$ cat src/rtl/imm_extend_pipe_pkg.sv
// rtl/imm_extend_pipe_pkg.sv - shared constants for the immediate extender
//
// Purpose: extension-mode encodings and the standard shift amounts the decoder
//          uses when scaling branch and word load/store offsets.
package imm_ext_pkg;

  // Extension mode carried with every immediate.
  localparam logic EXT_ZERO = 1'b0;
  localparam logic EXT_SIGN = 1'b1;

  // Standard scaling shifts: branch targets and word LD/ST offsets.
  localparam int SHIFT_BRANCH = 1;
  localparam int SHIFT_WORD   = 1;

endpackage

$ cat src/rtl/imm_extend_pipe_if.sv
// rtl/imm_extend_pipe_if.sv - operand handshake bundle between decoder and extender
//
// Purpose: groups the input (decoder side) and output (operand mux side)
//          valid/ready channels of imm_extend_pipe.
// Signals:
//   in_valid/in_ready  input item handshake
//   in_data            raw instruction field
//   in_msb             index of the field's top bit
//   in_shift           left-shift amount
//   in_mode            EXT_ZERO / EXT_SIGN
//   out_valid/out_ready result handshake
//   out_data           extended and shifted value
//   out_ovf            significant bits lost by the shift
interface imm_extend_pipe_if #(
  parameter int DATA_W    = 16,
  parameter int MAX_SHIFT = 3
);
  import imm_ext_pkg::*;

  localparam int MSB_W   = $clog2(DATA_W);
  localparam int SHIFT_W = $clog2(MAX_SHIFT + 1);

  logic               in_valid;
  logic               in_ready;
  logic [DATA_W-1:0]  in_data;
  logic [MSB_W-1:0]   in_msb;
  logic [SHIFT_W-1:0] in_shift;
  logic               in_mode;
  logic               out_valid;
  logic               out_ready;
  logic [DATA_W-1:0]  out_data;
  logic               out_ovf;

  // Producer/consumer side (decoder and operand mux).
  modport master (
    output in_valid, in_data, in_msb, in_shift, in_mode, out_ready,
    input  in_ready, out_valid, out_data, out_ovf
  );

  // The extender itself.
  modport slave (
    input  in_valid, in_data, in_msb, in_shift, in_mode, out_ready,
    output in_ready, out_valid, out_data, out_ovf
  );

endinterface

$ cat src/rtl/imm_extend_pipe_ext_core.sv
// rtl/imm_extend_pipe_ext_core.sv - combinational mask-and-extend of an immediate field
//
// Purpose: clears bits above msb, then sign-extends from msb when mode is EXT_SIGN.
// Ports:
//   data  in   DATA_W  raw field
//   msb   in   MSB_W   index of the field's top bit
//   mode  in   1       EXT_ZERO / EXT_SIGN
//   ext   out  DATA_W  masked and extended value
module ext_core #(
  parameter int DATA_W = 16
) (
  input  logic [DATA_W-1:0]         data,
  input  logic [$clog2(DATA_W)-1:0] msb,
  input  logic                      mode,
  output logic [DATA_W-1:0]         ext
);
  import imm_ext_pkg::*;

  logic [DATA_W-1:0] mask;
  logic [DATA_W-1:0] field;

  always_comb begin
    // 2 << msb wraps to zero at msb = DATA_W-1, so the subtraction yields all ones.
    mask  = (DATA_W'(2) << msb) - DATA_W'(1);
    field = data & mask;
    if (mode == EXT_SIGN && field[msb]) begin
      ext = field | ({DATA_W{1'b1}} << msb);
    end else begin
      ext = field;
    end
  end

endmodule

$ cat src/rtl/imm_extend_pipe.sv
// rtl/imm_extend_pipe.sv - two-stage pipelined immediate extender with shift and overflow flag
//
// Purpose: stage 1 masks/extends the raw field, stage 2 left-shifts it and flags
//          lost significant bits; valid/ready flow control on both sides.
// Ports:
//   clk    in  rising-edge clock
//   rst    in  asynchronous active-high reset
//   flush  in  synchronous pipeline clear (branch redirect), wins over every advance
//   bus    imm_extend_pipe_if.slave  input and output handshakes
module imm_extend_pipe #(
  parameter int DATA_W    = 16,
  parameter int MAX_SHIFT = 3
) (
  input logic              clk,
  input logic              rst,
  input logic              flush,
  imm_extend_pipe_if.slave bus
);
  import imm_ext_pkg::*;

  localparam int SHIFT_W = $clog2(MAX_SHIFT + 1);

  logic               s1_valid;
  logic [DATA_W-1:0]  s1_ext;
  logic [SHIFT_W-1:0] s1_shift;
  logic               s1_mode;
  logic               s2_valid;
  logic [DATA_W-1:0]  s2_data;
  logic               s2_ovf;

  logic               s2_adv;
  logic               s1_adv;
  logic               accept;
  logic [DATA_W-1:0]  ext_w;
  logic [SHIFT_W-1:0] shift_clamped;
  logic [DATA_W-1:0]  shl;
  logic               ovf_w;

  // Handshake: each stage may refill in the same cycle it drains.
  assign s2_adv       = !s2_valid || bus.out_ready;
  assign s1_adv       = s1_valid && s2_adv;
  assign bus.in_ready = !s1_valid || s2_adv;
  assign accept       = bus.in_valid && bus.in_ready;

  assign bus.out_valid = s2_valid;
  assign bus.out_data  = s2_data;
  assign bus.out_ovf   = s2_ovf;

  ext_core #(.DATA_W(DATA_W)) u_ext_core (
    .data (bus.in_data),
    .msb  (bus.in_msb),
    .mode (bus.in_mode),
    .ext  (ext_w)
  );

  // Out-of-range shift codes only exist when MAX_SHIFT+1 is not a power of two.
  if ((2 ** SHIFT_W) - 1 > MAX_SHIFT) begin : g_clamp
    assign shift_clamped = (bus.in_shift > SHIFT_W'(MAX_SHIFT)) ? SHIFT_W'(MAX_SHIFT)
                                                                : bus.in_shift;
  end else begin : g_no_clamp
    assign shift_clamped = bus.in_shift;
  end

  // Shifting back and comparing detects lost bits: arithmetic for sign mode
  // (top shift+1 bits must agree), logical for zero mode (top shift bits zero).
  always_comb begin
    shl = s1_ext << s1_shift;
    if (s1_mode == EXT_SIGN) begin
      ovf_w = ($signed(shl) >>> s1_shift) != $signed(s1_ext);
    end else begin
      ovf_w = (shl >> s1_shift) != s1_ext;
    end
  end

  always_ff @(posedge clk or posedge rst) begin
    if (rst) begin
      s1_valid <= 1'b0;
      s2_valid <= 1'b0;
    end else if (flush) begin
      s1_valid <= 1'b0;
      s2_valid <= 1'b0;
    end else begin
      // in_ready means stage 1 is empty or leaving, so it just takes in_valid.
      if (bus.in_ready) s1_valid <= bus.in_valid;
      if (s2_adv)       s2_valid <= s1_valid;
    end
  end

  // Data registers are left untouched by flush; only the valids are cleared.
  always_ff @(posedge clk or posedge rst) begin
    if (rst) begin
      s1_ext   <= '0;
      s1_shift <= '0;
      s1_mode  <= EXT_ZERO;
    end else if (accept && !flush) begin
      s1_ext   <= ext_w;
      s1_shift <= shift_clamped;
      s1_mode  <= bus.in_mode;
    end
  end

  always_ff @(posedge clk or posedge rst) begin
    if (rst) begin
      s2_data <= '0;
      s2_ovf  <= 1'b0;
    end else if (s1_adv && !flush) begin
      s2_data <= shl;
      s2_ovf  <= ovf_w;
    end
  end

endmodule

$ cat src/flat_wrapper.sv
// flat-port wrapper written by rule: the top's interface ports become plain ports
module imm_extend_pipe_flat import imm_ext_pkg::*;
#(
  parameter int DATA_W    = 16,
  parameter int MAX_SHIFT = 3
)
  (clk, rst, flush, bus_in_valid, bus_in_data, bus_in_msb, bus_in_shift, bus_in_mode, bus_out_ready, bus_in_ready, bus_out_valid, bus_out_data, bus_out_ovf);
  imm_extend_pipe_if #(.DATA_W(DATA_W), .MAX_SHIFT(MAX_SHIFT)) bus_i ();
  input logic clk;
  input logic rst;
  input logic flush;
  input wire logic [$bits(bus_i.in_valid)-1:0] bus_in_valid;
  input wire logic [$bits(bus_i.in_data)-1:0] bus_in_data;
  input wire logic [$bits(bus_i.in_msb)-1:0] bus_in_msb;
  input wire logic [$bits(bus_i.in_shift)-1:0] bus_in_shift;
  input wire logic [$bits(bus_i.in_mode)-1:0] bus_in_mode;
  input wire logic [$bits(bus_i.out_ready)-1:0] bus_out_ready;
  output wire logic [$bits(bus_i.in_ready)-1:0] bus_in_ready;
  output wire logic [$bits(bus_i.out_valid)-1:0] bus_out_valid;
  output wire logic [$bits(bus_i.out_data)-1:0] bus_out_data;
  output wire logic [$bits(bus_i.out_ovf)-1:0] bus_out_ovf;
  assign bus_i.in_valid = bus_in_valid;
  assign bus_i.in_data = bus_in_data;
  assign bus_i.in_msb = bus_in_msb;
  assign bus_i.in_shift = bus_in_shift;
  assign bus_i.in_mode = bus_in_mode;
  assign bus_i.out_ready = bus_out_ready;
  assign bus_in_ready = bus_i.in_ready;
  assign bus_out_valid = bus_i.out_valid;
  assign bus_out_data = bus_i.out_data;
  assign bus_out_ovf = bus_i.out_ovf;
  imm_extend_pipe #(.DATA_W(DATA_W), .MAX_SHIFT(MAX_SHIFT)) u_core (.clk(clk), .rst(rst), .flush(flush), .bus(bus_i));
endmodule
$ cat config.mk
export PLATFORM = sky130hd
export DESIGN_NAME = imm_extend_pipe_flat
export DESIGN_NICKNAME = d
export VERILOG_FILES = /design/src/rtl/imm_extend_pipe_pkg.sv /design/src/rtl/imm_extend_pipe_if.sv /design/src/rtl/imm_extend_pipe_ext_core.sv /design/src/rtl/imm_extend_pipe.sv /design/src/flat_wrapper.sv
export SDC_FILE = /design/constraint.sdc
export NUM_CORES = 1
export LEC_CHECK = 0
export BUFFER_PORTS_ARGS = -buffer_cell sky130_fd_sc_hd__buf_2
export CORE_ASPECT_RATIO = 0.8
export CORE_MARGIN = 3
export CORE_UTILIZATION = 30
export CTS_CLUSTER_SIZE = 28
export DETAILED_ROUTE_END_ITERATION = 8
export PLACE_DENSITY_LB_ADDON = 0.2
export SLEW_MARGIN = 20
export SYNTH_ARGS = -nofsm -noshare
export SYNTH_HDL_FRONTEND = slang
export SYNTH_HIERARCHICAL = 1
export SYNTH_SLANG_ARGS = --single-unit
export TNS_END_PERCENT = 30
$ cat constraint.sdc
create_clock -name clk -period 2.9 [get_ports clk]
set_input_delay 0 -clock clk [delete_from_list [all_inputs] [get_ports clk]]
set_output_delay 0 -clock clk [all_outputs]
set_load 0.02 [all_outputs]
==> Yosys cells after proc, flatten, opt, wreduce, memory -nomap -nowiden <==
Cells that the tools add are included.
{ "op_classes": {"addsub": 1, "order_cmp": 1, "eq_ne": 2, "shift": 5, "muxes": 8, "n_bitwise": 2, "n_reduce_logical": 12} }
{ "op_table": {"columns": ["cell", "n"], "rows": [
  ["16-bit != test", 2],
  ["16-bit AND", 1],
  ["16-bit two-way mux", 1],
  ["16-bit OR", 1],
  ["16-bit by 2-bit left shift with 16-bit output", 1],
  ["16-bit by 4-bit left shift with 16-bit output, first input constant", 1],
  ["2-bit by 4-bit left shift with 16-bit output, first input constant", 1],
  ["16-bit by 2-bit >> shifter with 16-bit output", 1],
  ["16-bit by 2-bit >>> shifter with 16-bit output", 1],
  ["16-bit by 2-bit subtractor with 16-bit output, second input constant", 1],
  ["1-bit two-way mux", 6],
  ["1-bit logical AND", 5],
  ["4-bit by 5-bit less-than comparator with 1-bit output, second input constant", 1],
  ["1-bit binary-select mux with 4-bit select", 1],
  ["2-bit nonzero test", 2],
  ["1-bit zero test", 3],
  ["1-bit logical OR", 2]
]} }
{ "totals": {"reg_bits": 38, "in_bits": 28, "wordCells": 38} }

==> Depth between registers and ports, before layout <==
Gate-level depths: netlist of run 1.
{ "logic_depth": {"word_depth": 7, "ltp_mapped": 14, "mapped_depth_nobuf": 11} }

==> Cells and area by module <==
Netlist of run 1, hierarchy kept.
{ "by_module_without_submodules": {"columns": ["module", "instances", "cells_per_inst", "area_each_um2", "seq_area_each_um2"], "rows": [
  ["imm_extend_pipe", 1, 145, 1910.6, 950.9],
  ["ext_core", 1, 101, 675.6, 0.0]
]} }

==> Least setup slack after synthesis of run 1 <==
No wires, ideal clock.
{ "synth_timing": {"path_kind": "in2reg", "start": "input bus_in_msb[3]", "end": "register u_core.s1_ext[7]", "setup_time_ns": 0.125, "arrival_ns": 2.285, "t_required_ns": 2.775, "slack_ns": 0.490, "cell_stages": 13, "cell_sequence": "buf_2 > nor2_1 > inv_1 > or3_1 > ha_1 > buf_2 > a21boi_0 > a22oi_1 > o2111ai_1 > nor2_4 > buf_6 > a22o_1 > mux2_2"} }
{ "synth_via": {"elab_chain_cells": 7, "elab_cells_between_ends": 9} }
{ "synth_lines": {"columns": ["item", "line_no", "rtl"], "rows": [
  ["start, declared", "flat_wrapper.sv:14", "input wire logic [$bits(bus_i.in_msb)-1:0] bus_in_msb;"],
  ["2-bit by 4-bit left shift with 16-bit output", "imm_extend_pipe_ext_core.sv:24", "mask = (DATA_W'(2) << msb) - DATA_W'(1);"],
  ["16-bit by 2-bit subtractor with 16-bit output", "imm_extend_pipe_ext_core.sv:24", null],
  ["16-bit AND", "imm_extend_pipe_ext_core.sv:25", "field = data & mask;"],
  ["1-bit binary-select mux with 4-bit select", "imm_extend_pipe_ext_core.sv:26", "if (mode == EXT_SIGN && field[msb]) begin"],
  ["1-bit two-way mux (implied by the code)", "imm_extend_pipe_ext_core.sv:26", null],
  ["1-bit logical AND", "imm_extend_pipe_ext_core.sv:26", null],
  ["16-bit two-way mux *", "imm_extend_pipe_ext_core.sv:26", null],
  ["named net u_core.ext_w[7]", "imm_extend_pipe.sv:34", "logic [DATA_W-1:0] ext_w;"],
  ["end signal, assigned", "imm_extend_pipe.sv:96", "s1_ext <= ext_w;"],
  ["end, declared", "imm_extend_pipe.sv:24", "logic [DATA_W-1:0] s1_ext;"]
]} }
Mark *: on every way through the listed nets, which the timed path passes. The rest lies on a longest branch. The select of a mux whose other input is x is not followed.
A chain may end at the register's enable or synchronous reset.

==> Worst setup path in the final report of run 1 <==
{ "layout_timing": {"start": "input bus_in_msb[3]", "end": "register u_core.s1_ext[2]"} }
Same word-level chain as after synthesis.

==> results of run 1 <==
[flip-flops by register name, indices dropped and copies added (netlist names)]
register	count
u_core/s1_valid	1
u_core/s1_ext	16
u_core/bus.out_valid	1
u_core/s1_mode	1
u_core/bus.out_data	16
u_core/bus.out_ovf	1
u_core/s1_shift	2
[worst max-delay path, delay by kind of cell]
| kind | cells | cell delay (ns) |
|---|---|---|
| AO/OA/AOI/OAI | 3 | 0.60 |
| adder cells (fa/ha/maj) | 1 | 0.27 |
| buffers and inverters | 3 | 0.43 |
| multiplexers | 1 | 0.25 |
| AND/OR/NAND/NOR | 5 | 0.71 |
[layout by cell type, fill, tap and decap left out, types with 2 or more instances in the layout]
| cell type | count |
|---|---|
| mux2_4 | 4 |
| o21ai_0 | 15 |
| clkinv_2 | 2 |
| nor2_1 | 10 |
| dlygate4sd3_1 | 8 |
| buf_2 | 46 |
| xnor2_1 | 2 |
| nor2b_1 | 4 |
| nand2_1 | 22 |
| a21oi_1 | 10 |
| o22ai_1 | 2 |
| o31ai_1 | 3 |
| nand3_1 | 3 |
| nand2b_1 | 3 |
| a21boi_0 | 2 |
| clkbuf_8 | 5 |
| mux2_2 | 27 |
| buf_4 | 8 |
| o21a_1 | 3 |
| a21o_1 | 3 |
| a211oi_1 | 6 |
| a32o_1 | 8 |
| a22oi_1 | 3 |
| inv_1 | 7 |
| a22o_1 | 8 |
| or3_1 | 2 |
| mux2i_1 | 10 |
| mux4_2 | 7 |
| dfrtp_1 | 38 |
[cell families after synthesis]
| kind of cell | Yosys count | synth area share (%) |
|---|---|---|
| compound gates | 70 | 19.5 |
| mux | 48 | 24.0 |
| buf+inv | 30 | 6.87 |
| fa+ha+maj | 1 | 0.484 |
| simple gates | 56 | 11.3 |
| xor+xnor | 3 | 1.02 |
| flops | 38 | 36.8 |
[power groups by stage]
| stage | registers (mW) | logic, mW | clock network, mW |
|---|---|---|---|
| global placement | 0.820 | 0.677 | 0 |
| finish | 0.811 | 0.675 | 0.448 |
| global route | 0.838 | 0.741 | 0.489 |
| CTS | 0.814 | 0.686 | 0.459 |
| floorplan | 0.873 | 0.425 | 0 |
| detailed placement | 0.824 | 0.676 | 0 |
[area by class of cell]
type	instances	area (sq um)	area share [%]
Clock buffer	5	68.8	2.26
Timing Repair Buffer	62	370	12.1
Tap cell	108	135	4.43
Inverter	7	26.3	0.862
Multi-Input combinational cell	178	1460	47.8
Sequential cell	38	951	31.2
Clock inverter	3	40.0	1.31
[worst max-delay path by stage]
stage	from	to	slack [ns]	depth (start not counted)
floorplan	bus_in_msb[3]	u_core/s1_ext[7]$_DFFE_PP0P_	0.49	13
global placement	bus_in_msb[3]	u_core/s1_ext[6]$_DFFE_PP0P_	0.50	13
detailed placement	bus_in_msb[3]	u_core/s1_ext[6]$_DFFE_PP0P_	0.51	13
CTS	bus_in_msb[3]	u_core/s1_ext[6]$_DFFE_PP0P_	0.82	13
global route	bus_in_msb[3]	u_core/s1_ext[5]$_DFFE_PP0P_	0.62	13
finish	bus_in_msb[3]	u_core/s1_ext[2]$_DFFE_PP0P_	0.81	13
[per-layer routing]
| layer | vias up | global-route usage [%] | part of all wire [%] |
|---|---|---|---|
| li1 | 1012 | - | - |
| met1 | 999 | 20.3 | 52 |
| met2 | 43 | 19.0 | 43 |
| met3 | 8 | 3.03 | 4.4 |
| met4 | 0 | 3.51 | 0.95 |
| met5 | - | 0 | 0 |
[repair_timing]
action                                  in CTS  in global routing
hold buffers                                 8                  0
endpoints found under the setup margin       0                  0
hold endpoints to repair                    44                  0
[per-stage QoR]
stage	util (%)	hold slack, ns
floorplan	-	0.0664
global placement	35.0	0.145
detailed placement	35.0	0.148
CTS	37.3	0.0445
global route	37.3	0.0564
finish	37.3	0.0593
==> flow_summary.toml, run 1 <==
[outcome]
status = "finished, final reports clean"

[critical_path]
cp_slowest_cell = "ha_1"
critPathKind = "in -> reg"
cp_cell_sequence = "buf_2 > nor2_1 > inv_1 > nor2_1 > nand2_1 > ha_1 > buf_4 > nand2_1 > o221ai_1 > o2111ai_1 > nor2_4 > a32o_1 > mux2_2"
reg2reg_from = "u_core/s1_shift[0]$_DFFE_PP0P_"
cp-start-kind = "input port"
timing.rr.end = "u_core/bus.out_data[7]$_DFFE_PP0P_"
slowest_delay_ns = 0.27
reg2reg_slack_ns = 0.86
endpoint_kind = "register"
required_ns = 3.09
r2r_cells = 2
crit_path_max_fanout = 15
worstPathArrival_ns = 2.27

[synth]
async_flop_share_pct = 100
synth.area.top_cells = "dfrtp_1 37%, mux2_2 12%, mux4_2 6.1%"
syn_inst = 246
synth_warnings = 6
synth-seq-area-share_pct = 36.8
ys.flop_type = "dfrtp_1"
yosys-top-cells-count = "38 x dfrtp_1, 27 x mux2_2, 22 x nand2_1"
synth_top_area_share_pct = 36.8
synth.most_common_cell = "dfrtp_1"
synth_edf_count = 0
ys_types = 50
synth_nets = 275
netlist_area_sq_um = 2590
syn_avg_cell_area_sq_um = 10.5
synth-seq-cells = 38
synth_top_cell_by_area = "dfrtp_1"

[detailed_routing]
via_count = 2062
drc = 0
post_drt_wl_per_cell_um = 15.7
first_pass_iters = 4
routed_wl_mm = 6.30
initialDrtViolationCount = 164
viasPerCell = 5.14
ant_nets = 0

[pwr]
power.internal_mw = 1.27
p_leak_nw = 1.39
switching_share_pct = 34.4
pwr-share-seq_pct = 41.9
switchingPower_mw = 0.666
vdd_drop_max_uv = 218
p_clk_share_pct = 23.2
power.total_mw = 1.93
pwr-share-comb_pct = 34.9
cellPowerDensity_nw_per_um2 = 634

[global_routing]
grt_overflow = 0
track_usage_pct = 13.4
grt_pass1_wl_mm = 10.1
grt_max_degree = 39
first_global_vias = 1936
antenna_found_initial = 0

[cells_and_area]
stdcell_count = 401
fin_area_sq_um = 3050
insertedDiodeCount = 0
drive_above_1_share_pct = 35.8
areaGrowthSynthToFinish_pct = 17.9
fin_nets = 321
n_fill_cell = 847

[die]
start_util_pct = 31.7
fp-row-count = 29
io_pins = 47
die_y_um = 89.0
die_x_um = 110
dieArea_sq_um = 9780
coreArea_sq_um = 8160

[placement]
gp_congestion = 0.871
dp_cells = 385
place_area_sq_um = 2860
numPortBuffers = 46
pre_cts_ws_ns = 0.507
hpwlAfterDp_mm = 4.59

[clocking]
postCtsSetupBuffers = 0
tritoncts = "built"
clkSinkCount = 38
root_buffer = "clkbuf_8"
clk_latency_ns = 0.29
ctsResizeCount = 0
numCtsBuffers = 5
clk_pin_slew_ns = 0.08
clock_tree.buffer_depth = 2
htree_num_levels = 2

[sta]
drv_slew = 0
min_period_ns = 2.09
fin_setup_tns_ns = 0
finalClockSkew_ns = 0.00449
finalHoldViolations = 0
worstMarginPinSlew_ns = 1.03
fin_ws_ns = 0.813
period_share_pct = 72.0
rsz0062_at_grt = "false"
final-setup-viol-count = 0
slew_headroom_pct = 31.1
fmax_mhz = 479

[min_path]
hp-start = "bus_out_ready"
min_path_type = "in -> reg"
timing.hold.worst_endpoint = "u_core/s1_valid$_DFFE_PP0P_"
min_delay_path_depth = 4

[job]
maxCapViolCount = 0
Power figures use the tool's default switching activity.
==> run 2, diff against run 1 <==
ABC_AREA = 1   (was unset)
clock period = 1.7 ns   (was 2.9 ns; I/O delays follow)
==> flow_summary.toml, run 2 <==
[outcome]
status = "finished, final reports clean"

[cells_and_area]
seq_area_sq_um = 953
n_fill_cell = 936
areaGrowthSynthToFinish_pct = 34.7
stdcell_count = 594
layout_commonest_cell = "nand2_1"
final_cell_mix = "138 x nand2_1, 51 x buf_4, 42 x buf_2"
multi_input_area_sq_um = 1530
fin_nets = 511
fin_area_sq_um = 3580
insertedDiodeCount = 0
drive_above_1_share_pct = 33.2
final_core_util_pct = 41.8

[sta]
period_share_pct = 96.1
fmax_mhz = 612
finalClockSkew_ns = 0.00607
fin_setup_tns_ns = 0
fin_ws_ns = 0.0656
min_period_ns = 1.63
rsz0062_at_grt = "true"
worstMarginPinSlew_ns = 0.494
slew_headroom_pct = 67.1
final-setup-viol-count = 0
drv_slew = 0
whs_ns = 0.0297
finalHoldViolations = 0

[synth]
synth_nets = 416
syn_avg_cell_area_sq_um = 6.86
synth_top_cell_by_area = "dfrtp_1"
synth.area.top_cells = "dfrtp_1 36%, nand2_1 21%, nand3_1 4.5%"
synth_edf_count = 0
synth_warnings = 6
yosys-top-cells-count = "146 x nand2_1, 38 x dfrtp_1, 30 x inv_1"
synth-seq-cells = 38
ys.flop_type = "dfrtp_1"
synth.most_common_cell = "nand2_1"
syn_inst = 387
synth-seq-area-share_pct = 35.8
netlist_area_sq_um = 2660
synth_top_area_share_pct = 35.8
ys_types = 35
async_flop_share_pct = 100

[detailed_routing]
first_pass_iters = 4
routed_wl_mm = 7.65
post_drt_wl_per_cell_um = 12.9
dr_wl_met3_um = 313
viasPerCell = 4.80
dr_wl_met2_mm = 3.38
via_count = 2850
drt-met1-wl_mm = 3.87
initialDrtViolationCount = 133
drc = 0
dr.max_layer_used = "met4"
ant_nets = 0

[critical_path]
cp-start-kind = "input port"
worstPathArrival_ns = 1.80
r2r_cells = 13
startpoint = "bus_in_msb[2]"
crit_path_max_fanout = 7
reg2reg_slack_ns = 0.14
reg2reg_from = "u_core/s1_shift[0]$_DFFE_PP0P_"
endpoint_kind = "register"
required_ns = 1.87
timing.rr.end = "u_core/bus.out_ovf$_DFFE_PP0P_"
critPathKind = "in -> reg"

[global_routing]
track_usage_pct = 15.5
grt_pass1_wl_mm = 13.0
grt_overflow = 0
grt_max_degree = 39
first_global_vias = 2752
antenna_found_initial = 0

[pwr]
p_leak_nw = 1.88
cellPowerDensity_nw_per_um2 = 862
vdd_drop_max_uv = 374
power.total_mw = 3.08

[clocking]
clk_pin_slew_ns = 0.07
clk_latency_ns = 0.28
clock_tree.buffer_depth = 2
clkSinkCount = 38
tritoncts = "built"
htree_num_levels = 2
numCtsBuffers = 5
root_buffer = "clkbuf_8"

[die]
start_util_pct = 31.0
die_x_um = 111
io_pins = 47
coreArea_sq_um = 8560
die_y_um = 90.2
fp-row-count = 30
dieArea_sq_um = 10000

[placement]
hpwlAfterDp_mm = 5.84
gp_congestion = 0.859
place_area_sq_um = 3310
pre_cts_ws_ns = -0.313
dp_cells = 574
numPortBuffers = 46

[min_path]
hp-start = "bus_in_mode"
timing.hold.worst_endpoint = "u_core/s1_mode$_DFFE_PP0P_"
min_delay_path_depth = 3
min_path_type = "in -> reg"

[job]
maxCapViolCount = 0
==> run 2: timing repair <==
action	CTS	global route
endpoints found under the hold margin	43	0
pin swaps	1	18
hold buffers	6	0
setup buffers	0	7
endpoints found under the setup margin	1	13
resized for setup	0	25
==> run 2: cell type report <==
type / instances / share of cell area [%]
flip-flops and latches: 38 / 26.7
well taps: 112 / 3.92
clock buffers: 7 / 2.13
repair buffers: 105 / 20.5
inverters: 36 / 4.09
multi-input cells: 296 / 42.7
==> run 2: critical path: stages <==
cell and delay [ns]:
buf_8 0.10, nor2_4 0.13, nand2_2 0.09, ha_4 0.19, buf_6 0.12, a211o_1 0.24
nand2_1 0.07, nand2_1 0.07, nand2_2 0.07, inv_2 0.04, nand4_1 0.24, nand2_1 0.08
inv_1 0.06, nand2_1 0.05, mux2_4 0.26
==> run 2: cell families after synthesis <==
kind of cell | share of synthesized area, %
compound gates | 11.9
simple gates | 38.5
buf+inv | 9.56
fa+ha+maj | 0.471
mux | 3.82
flops | 35.8
==> run 2: routing by layer <==
metal  vias up  global-route usage (%)
li1       1447                       -
met1      1335                    22.3
met2        59                    24.3
met3         9                    2.96
met4         0                    3.04
met5         -                       0
==> run 2: how the worst max path moves through the flow <==
stage,endpoint,cells after the start
2_1_floorplan,u_core/s1_ext[2]$_DFFE_PP0P_,14
3_3_place_gp,u_core/s1_ext[2]$_DFFE_PP0P_,18
3_5_place_dp,u_core/s1_ext[2]$_DFFE_PP0P_,16
4_1_cts,u_core/s1_ext[2]$_DFFE_PP0P_,16
5_1_grt,u_core/s1_ext[12]$_DFFE_PP0P_,17
6_report,u_core/s1_ext[12]$_DFFE_PP0P_,15
==> run 2: where the power goes <==
group,internal [mW],total (mW),switching (mW)
clock,0.282,0.572,0.290
combinational,0.526,1.28,0.757
sequential,1.10,1.23,0.132
total,1.91,3.08,1.18
